[src/rtl/spi_pkg.sv]
// rtl/spi_pkg.sv - shared types and constants for the SPI counter receiver
package spi_pkg;

    typedef enum logic [0:0] {
        WAIT_HI = 1'b0,
        WAIT_LO = 1'b1
    } rx_pair_state_e;

    localparam int unsigned SPI_BYTE_BITS = 8;
    localparam int unsigned COUNTER_MAX   = 9999;

endpackage

[src/rtl/spi_slave_byte_rx.sv]
// rtl/spi_slave_byte_rx.sv - synchronizes SPI pins and shifts in mode-0 bytes MSB first
module spi_slave_byte_rx
    import spi_pkg::*;
(
    input  logic       clk,
    input  logic       reset,
    input  logic       sclk,
    input  logic       mosi,
    input  logic       ss,
    output logic [7:0] byte_data,
    output logic       byte_valid,
    output logic       short_byte,
    output logic       ss_high
);

    // Stage 0/1 form the synchronizer, stage 2 is the edge-detect history.
    // mosi gets the same 2-stage depth so it lines up with the synced sclk.
    logic [2:0] sclk_sync_q, sclk_sync_d;
    logic [2:0] ss_sync_q, ss_sync_d;
    logic [1:0] mosi_sync_q, mosi_sync_d;
    logic [7:0] shift_q, shift_d;
    logic [2:0] bit_cnt_q, bit_cnt_d;
    logic [7:0] byte_q, byte_d;
    logic       byte_valid_q, byte_valid_d;
    logic       short_byte_q, short_byte_d;

    logic sclk_rise;
    logic ss_fall;
    logic ss_rise;
    logic ss_low;

    assign sclk_rise = sclk_sync_q[1] & ~sclk_sync_q[2];
    assign ss_fall   = ~ss_sync_q[1] & ss_sync_q[2];
    assign ss_rise   = ss_sync_q[1] & ~ss_sync_q[2];
    assign ss_low    = ~ss_sync_q[1];

    // Next-state for synchronizers, shifter and bit counter
    always_comb begin
        sclk_sync_d  = {sclk_sync_q[1:0], sclk};
        ss_sync_d    = {ss_sync_q[1:0], ss};
        mosi_sync_d  = {mosi_sync_q[0], mosi};
        shift_d      = shift_q;
        bit_cnt_d    = bit_cnt_q;
        byte_d       = byte_q;
        byte_valid_d = 1'b0;
        short_byte_d = 1'b0;

        if (ss_fall) begin
            bit_cnt_d = 3'd0;
        end else if (ss_rise) begin
            // A select window closing mid-byte throws the partial byte away.
            if (bit_cnt_q != 3'd0) begin
                short_byte_d = 1'b1;
            end
            bit_cnt_d = 3'd0;
        end else if (ss_low && sclk_rise) begin
            shift_d   = {shift_q[6:0], mosi_sync_q[1]};
            bit_cnt_d = bit_cnt_q + 3'd1;
            if (bit_cnt_q == 3'(SPI_BYTE_BITS - 1)) begin
                byte_d       = {shift_q[6:0], mosi_sync_q[1]};
                byte_valid_d = 1'b1;
            end
        end
    end

    // State registers; ss idles high so the synchronizer resets to 1
    always_ff @(posedge clk or posedge reset) begin
        if (reset) begin
            sclk_sync_q  <= 3'b000;
            ss_sync_q    <= 3'b111;
            mosi_sync_q  <= 2'b00;
            shift_q      <= 8'h00;
            bit_cnt_q    <= 3'd0;
            byte_q       <= 8'h00;
            byte_valid_q <= 1'b0;
            short_byte_q <= 1'b0;
        end else begin
            sclk_sync_q  <= sclk_sync_d;
            ss_sync_q    <= ss_sync_d;
            mosi_sync_q  <= mosi_sync_d;
            shift_q      <= shift_d;
            bit_cnt_q    <= bit_cnt_d;
            byte_q       <= byte_d;
            byte_valid_q <= byte_valid_d;
            short_byte_q <= short_byte_d;
        end
    end

    assign byte_data  = byte_q;
    assign byte_valid = byte_valid_q;
    assign short_byte = short_byte_q;
    assign ss_high    = ss_sync_q[1];

endmodule

[src/rtl/spi_counter_receiver.sv]
// rtl/spi_counter_receiver.sv - pairs SPI bytes into 16-bit counter values with fault flags
module spi_counter_receiver
    import spi_pkg::*;
#(
    parameter int unsigned GAP_TIMEOUT = 1000,
    parameter int unsigned MAX_VALUE   = COUNTER_MAX
) (
    input  logic        clk,
    input  logic        reset,
    input  logic        sclk,
    input  logic        mosi,
    input  logic        ss,
    output logic [15:0] rx_value,
    output logic        rx_valid,
    output logic        range_err,
    output logic        frame_err
);

    localparam int GAP_W = $clog2(GAP_TIMEOUT + 1);

    logic [7:0] byte_data;
    logic       byte_valid;
    logic       short_byte;
    logic       ss_high;

    spi_slave_byte_rx u_byte_rx (
        .clk       (clk),
        .reset     (reset),
        .sclk      (sclk),
        .mosi      (mosi),
        .ss        (ss),
        .byte_data (byte_data),
        .byte_valid(byte_valid),
        .short_byte(short_byte),
        .ss_high   (ss_high)
    );

    rx_pair_state_e state_q, state_d;
    logic [7:0]       upper_q, upper_d;
    logic [GAP_W-1:0] gap_q, gap_d;
    logic [15:0]      rx_value_q, rx_value_d;
    logic             rx_valid_q, rx_valid_d;
    logic             range_err_q, range_err_d;
    logic             frame_err_q, frame_err_d;
    logic [15:0]      pair_value;

    assign pair_value = {upper_q, byte_data};

    // Pairing FSM: a short byte outranks everything and collapses with a
    // simultaneous gap timeout into one frame_err pulse.
    always_comb begin
        state_d     = state_q;
        upper_d     = upper_q;
        gap_d       = gap_q;
        rx_value_d  = rx_value_q;
        rx_valid_d  = 1'b0;
        range_err_d = range_err_q;
        frame_err_d = 1'b0;

        if (short_byte) begin
            frame_err_d = 1'b1;
            gap_d       = '0;
            state_d     = WAIT_HI;
        end else begin
            case (state_q)
                WAIT_HI: begin
                    if (byte_valid) begin
                        upper_d = byte_data;
                        gap_d   = '0;
                        state_d = WAIT_LO;
                    end
                end
                WAIT_LO: begin
                    if (byte_valid) begin
                        rx_value_d  = pair_value;
                        rx_valid_d  = 1'b1;
                        range_err_d = (32'(pair_value) > MAX_VALUE);
                        state_d     = WAIT_HI;
                    end else if (ss_high) begin
                        if (gap_q == GAP_W'(GAP_TIMEOUT - 1)) begin
                            frame_err_d = 1'b1;
                            gap_d       = '0;
                            state_d     = WAIT_HI;
                        end else begin
                            gap_d = gap_q + 1'b1;
                        end
                    end else begin
                        gap_d = '0;
                    end
                end
                default: state_d = WAIT_HI;
            endcase
        end
    end

    // Pairing state and output registers
    always_ff @(posedge clk or posedge reset) begin
        if (reset) begin
            state_q     <= WAIT_HI;
            upper_q     <= 8'h00;
            gap_q       <= '0;
            rx_value_q  <= 16'h0000;
            rx_valid_q  <= 1'b0;
            range_err_q <= 1'b0;
            frame_err_q <= 1'b0;
        end else begin
            state_q     <= state_d;
            upper_q     <= upper_d;
            gap_q       <= gap_d;
            rx_value_q  <= rx_value_d;
            rx_valid_q  <= rx_valid_d;
            range_err_q <= range_err_d;
            frame_err_q <= frame_err_d;
        end
    end

    assign rx_value  = rx_value_q;
    assign rx_valid  = rx_valid_q;
    assign range_err = range_err_q;
    assign frame_err = frame_err_q;

endmodule
[config.mk]
export PLATFORM = sky130hd
export DESIGN_NAME = spi_counter_receiver
export DESIGN_NICKNAME = d
export VERILOG_FILES = /design/src/rtl/spi_pkg.sv /design/src/rtl/spi_slave_byte_rx.sv /design/src/rtl/spi_counter_receiver.sv
export SDC_FILE = /design/constraint.sdc
export NUM_CORES = 1
export LEC_CHECK = 0
export CORE_MARGIN = 10
export CORE_UTILIZATION = 57
export DETAILED_ROUTE_END_ITERATION = 10
export PLACE_DENSITY_LB_ADDON = 0.12
export SYNTH_ARGS = -nofsm -noshare
export SYNTH_HDL_FRONTEND = slang
export SYNTH_HIERARCHICAL = 1
export SYNTH_SLANG_ARGS = --single-unit
[constraint.sdc]
create_clock -name clk -period 2.4 [get_ports clk]
set_input_delay 0.72 -clock clk [delete_from_list [all_inputs] [get_ports clk]]
set_output_delay 0.72 -clock clk [all_outputs]
set_load 0.05 [all_outputs]
== Word level (Yosys, flattened, before mapping) ==
Cells that the tools add are included.

* Register bits after elaboration: 66
* Bits of input ports: 5
* Word-level logic and storage cells: 69

* Add/sub/neg operators: 2
* $lt $le $gt $ge: 1
* Equal/unequal tests: 4
* Muxes and demuxes: 29
* Bitwise gates (word level): 10
* Reductions and logical operators: 8

{| class="wikitable"
|+ Operators by type and width
! operator !! number
|-
| $mux 10 || 5
|-
| $pmux 10 s2 || 1
|-
| $mux 1 || 19
|-
| $gt 16x14->1 const B || 1
|-
| $add 10x1->10 const B || 1
|-
| $eq 10x10->1 const B || 1
|-
| $mux 3 || 3
|-
| $reduce_and 3->1 || 3
|-
| $not 1->1 || 7
|-
| $reduce_bool 3->1 || 2
|-
| $reduce_and 4->1 || 1
|-
| $add 3x1->3 const B || 1
|-
| $and 1x1->1 || 3
|-
| $eq 3x3->1 const B || 1
|-
| $ne 3x1->1 const B || 1
|-
| $ne 3x3->1 const B || 1
|-
| $pmux 1 s2 || 1
|-
| $reduce_and 2->1 || 1
|-
| $logic_and 1x1->1 || 1
|}

== Depth between registers and ports, before layout ==
* Depth in word-level cells: 6
* Depth in mapped cells: 7
* Mapped depth without buffers: 5

== Cells and area by module ==
The synthesis kept the hierarchy.

{| class="wikitable"
|+ By module, submodules not included
! module !! times used !! cells each !! area an instance (um2) !! sequential area each (um2)
|-
| spi_counter_receiver || 1 || 160 || 1741.7 || 950.9
|-
| spi_slave_byte_rx || 1 || 70 || 1068.5 || 704.4
|}

== Worst setup path after synthesis ==
No wires, ideal clock.

* Kind: reg2reg
* From: register u_byte_rx.ss_sync_q[1]
* To: register u_byte_rx.byte_q[0], in the netlist u_byte_rx/byte_data[0]
* Data arrival time: 1.738 ns
* Data required time: 2.275 ns
* Path slack: 0.537 ns
* Stages on the path, launching flop included: 7
* Path buffers: 1
* Period minus slack after synthesis: 1.863 ns
* Cells stage by stage: dfstp_2 > inv_1 > ha_1 > and4bb_2 > buf_4 > nand2_4 > mux2_2

* Cells in the longest elaborated chain, start to end: 4
* Elaborated cells between the ends (all ways): 7

{| class="wikitable"
|+ RTL lines
! element !! line !! RTL
|-
| start, declared || spi_slave_byte_rx.sv:19 || <nowiki>logic [2:0] ss_sync_q, ss_sync_d;</nowiki>
|-
| start signal, assigned || spi_slave_byte_rx.sv:79 || <nowiki>ss_sync_q <= ss_sync_d;</nowiki>
|-
| $not 1->1 || spi_slave_byte_rx.sv:33, spi_slave_byte_rx.sv:35 ||
|-
| $and 1x1->1 || spi_slave_byte_rx.sv:33 || <nowiki>assign ss_fall = ~ss_sync_q[1] & ss_sync_q[2];</nowiki>
|-
| $not 1->1 (no source line) || - ||
|-
| $reduce_and 4->1 (no source line) * || - ||
|-
| end signal, assigned || spi_slave_byte_rx.sv:83 || <nowiki>byte_q <= byte_d;</nowiki>
|-
| end, declared || spi_slave_byte_rx.sv:23 || <nowiki>logic [7:0] byte_q, byte_d;</nowiki>
|}

Mark *: on every way between the ends. The rest lies on a longest branch, timed or not.
A chain may end at the register's enable or synchronous reset.

== Worst setup path after layout ==
* From: register rx_value_q[6], in the netlist rx_value[6]
* To: output port rx_value[6]

{| class="wikitable"
|+ RTL lines
! element !! line !! RTL
|-
| start, declared || spi_counter_receiver.sv:41 || <nowiki>logic [15:0] rx_value_q, rx_value_d;</nowiki>
|-
| start signal, assigned || spi_counter_receiver.sv:110 || <nowiki>rx_value_q <= rx_value_d;</nowiki>
|-
| end, declared || spi_counter_receiver.sv:13 || <nowiki>output logic [15:0] rx_value,</nowiki>
|}

No word-level cell between the ends.

==> qor.yml <==
worst_setup_path:
  critical_path.max_stage_delay_ns: 0.84
  worst-endpoint-required_ns: 1.68
  setup.worst_path.class: "flop to primary output"
  reg2reg_setup_slack_ns: 0.45
  worst_path_max_fanout: 2
  cpMaxStageDelayCell: "sky130_fd_sc_hd__clkdlybuf4s50_1"
  reg2reg_to: "u_byte_rx/byte_data[3]$_DFFE_PP0P_"
  startpoint_type: "flop"
  critical_path_buf_inv_count: 1
  worst_reg2reg_path_length_in_cells: 5
  worstSetupEndpointType: "primary output"
  data_arrival_critical_path_ns: 1.52
  worst_r2r_startpoint: "u_byte_rx/ss_sync_q[1]$_DFF_PP1_"
  worst_path_dominant_cell_family: "buffers and inverters"
  worstPathCellList: "clkdlybuf4s50_1"
global_route:
  grt_first_pass_wirelength_um: 8728
  grt_overflow: 0
  maximum_number_of_pins_on_one_net_before_global_route_repair: 39
  grt_antenna_before_repair: 0
  grt_util_all_layers: 0.1308
  vias_in_the_first_global_route: 1819
pwr:
  sequentialPowerShare: 0.562
  power_switching_uw: 572.5
  vdd.ir_drop.worst_uv: 567.0
  power.share.clock: 0.356
  leakagePower_nw: 1.567
  finalPower_mw: 2.218
  internal_power_mw: 1.645
  power.combinational.fraction: 0.082
  p_per_area_mw_per_mm2: 676.5
  net_sw_frac: 0.2582
floorplanning:
  start_util: 0.5911
  row_cnt: 25
  floorplan.core_area_mm2: 0.004755
  top_level_ports: 24
  die_x_um: 90.22
  die_h_um: 90.22
  die-area_mm2: 0.008139
placement:
  final_estimated_routing_congestion_in_global_placement: 0.7699
  dpl.cell_count: 316
  hpwlAfterDp_um: 3426
  placement.io_buffers: 23
flow_run:
  count_of_maximum_capacitance_violations: 0
cts:
  ctsHtreeMaxLevel: 3
  clk_pin_slew_worst_paths_ns: 0.07
  ctsLongestPathBuffers: 2
  cts_tree: "done"
  holdBufCountCts: 0
  cts_resized: 0
  clkLatencyLatePin_ns: 0.33
  cts_sink_cnt: 66
  cell_chosen_for_the_clock_root: "sky130_fd_sc_hd__clkbuf_8"
  tritoncts.num_buffers: 9
  cts_setup_buffers: 0
run_status:
  run_status: "completed"
timing:
  final.period_utilization: 0.9348
  worst_slew_margin_rel: 0.6308
  hold_viol_final: 0
  fin_tns_setup_ns: 0
  max_clock_freq_mhz: 445.7
  timing_worst_slew_pin_value_ns: 0.5518
  grt_setup_unrepaired: "false"
  finClkSkew_ns: 0.005875
  timing_max_transition_violations_final: 0
  layout_min_cycle_time_ns: 2.243
  setup-violations-final: 0
route:
  detail_route.first_pass.iterations: 4
  drt_iter0_drc: 111
  drt-total-wl_um: 4882
  viasPerCell: 5.232
  route.detailed.drc: 0
  post_drt_wl_per_cell_um: 14.70
  drt.antenna.violating_nets: 0
  vias: 1737
final_layout:
  finish.net_count: 271
  synthToLayoutAreaGrowth_pct: 16.65
  antenna-diode-count: 0
  final-instance-count-excl-fill: 332
  post_route_cells_drive_above_1_share: 0.2302
worst_hold_path:
  hold-path-cell-count: 0
  worstHoldStart: "u_byte_rx/mosi_sync_q[0]$_DFF_PP0_"
  timing.hold.worst_endpoint: "u_byte_rx/mosi_sync_q[1]$_DFF_PP0_"
  worst_hold_path_type: "flop to flop"
logic_synthesis:
  post_synth_most_frequent_cells: "sky130_fd_sc_hd__dfrtp_1, sky130_fd_sc_hd__nand2_1, sky130_fd_sc_hd__mux2_2"
  synth_enable_flop_cells: 0
  netlist-cell-type-count: 42
  ys.warnings.count: 6
  yosysSeqAreaShare: 0.5890
  syn_area_per_cell_um2: 12.22
  most_common_cell_in_the_synthesized_netlist: "sky130_fd_sc_hd__dfrtp_1"
  ys_dominant_reg_cell: "sky130_fd_sc_hd__dfrtp_1"
  ys_seq_elements: 66
  mappedNetlistNets: 241
  synth_largest_type_area_fraction: 0.5610
  synthesis.instances: 230
  synthesized_cell_area_mm2: 0.002810
  yosys-top-cells-area: "sky130_fd_sc_hd__dfrtp_1, sky130_fd_sc_hd__mux2_2, sky130_fd_sc_hd__nand2_1, sky130_fd_sc_hd__dfstp_2, sky130_fd_sc_hd__ha_1"
  synth_top_area_cell: "sky130_fd_sc_hd__dfrtp_1"
  asyncSetResetFlopFracSynth: 1.000
[registers in the layout, indices dropped and copies added, names as in the netlist, 3 cells and up]
name,count
rx_value,16
gap_q,10
u_byte_rx/byte_data,8
upper_q,8
u_byte_rx/shift_q,7
u_byte_rx/bit_cnt_q,3
u_byte_rx/sclk_sync_q,3
u_byte_rx/ss_sync_q,3
[power groups by stage]
| stage | Combinational (mW) | Sequential, mW | Clock, mW |
|---|---|---|---|
| 2_1_floorplan | 0.141 | 1.25 | 0 |
| 3_3_place_gp | 0.180 | 1.27 | 0 |
| 3_5_place_dp | 0.185 | 1.27 | 0 |
| 4_1_cts | 0.186 | 1.25 | 0.812 |
| 5_1_grt | 0.212 | 1.26 | 0.863 |
| 6_report | 0.182 | 1.25 | 0.789 |
[per-stage QoR]
step	area, um^2	hold WS [ns]	utilization	setup WS (ns)
2_1_floorplan	2810	0.3312	-	0.5369
3_3_place_gp	3108	0.3334	0.6537	0.5050
3_5_place_dp	3108	0.3411	0.6537	0.4559
4_1_cts	3278	0.3579	0.6895	0.1406
5_1_grt	3278	0.3627	0.6895	0.1211
6_report	3278	0.3573	0.6895	0.1565
[cell usage in the layout, fill, tap and decap left out, types with 4 or more instances in the layout]
cell type / count
sky130_fd_sc_hd__nand2_1: 36
sky130_fd_sc_hd__nor2_1: 5
sky130_fd_sc_hd__dfrtp_1: 63
sky130_fd_sc_hd__mux2_2: 33
sky130_fd_sc_hd__inv_1: 9
sky130_fd_sc_hd__o21ai_0: 12
sky130_fd_sc_hd__clkbuf_8: 9
sky130_fd_sc_hd__clkdlybuf4s50_1: 23
sky130_fd_sc_hd__nand3_1: 8
sky130_fd_sc_hd__buf_4: 4
sky130_fd_sc_hd__ha_1: 6
[routing by layer]
metal  track usage  wire (um)  up-vias
met5             0          0        -
met4       0.06764         68        0
met3       0.03990        172        8
met2        0.1919       2250       20
met1        0.1700       2389      845
li1              -          -      864
[area by class of cell]
type,count,area [um^2]
Clock buffer,9,123.9
Inverter,10,37.54
Sequential cell,66,1655
Fill cell,370,1476
Clock inverter,7,46.29
Multi-Input combinational cell,146,1071
Tap cell,67,83.83
Timing Repair Buffer,27,260.3
[kinds of logic after synthesis]
family	count (synthesis)	synth area share
simple gates	77	0.1474
flops	66	0.5890
mux	36	0.1429
compound gates	25	0.05788
buf+inv	18	0.02983
fa+ha+maj	6	0.02671
xor+xnor	2	0.006234
[worst max-delay path by stage]
stage,from,end,slack (ns),cells after the start
floorplan,u_byte_rx/ss_sync_q[1]$_DFF_PP1_,u_byte_rx/byte_data[0]$_DFFE_PP0P_,0.54,6
global placement,u_byte_rx/ss_sync_q[1]$_DFF_PP1_,u_byte_rx/byte_data[0]$_DFFE_PP0P_,0.50,5
detailed placement,u_byte_rx/ss_sync_q[1]$_DFF_PP1_,u_byte_rx/byte_data[3]$_DFFE_PP0P_,0.46,5
CTS,rx_value[6]$_DFFE_PP0P_,rx_value[6],0.14,1
global route,rx_value[6]$_DFFE_PP0P_,rx_value[6],0.12,1
finish,rx_value[6]$_DFFE_PP0P_,rx_value[6],0.16,1
(Power assumes the default switching activity.)
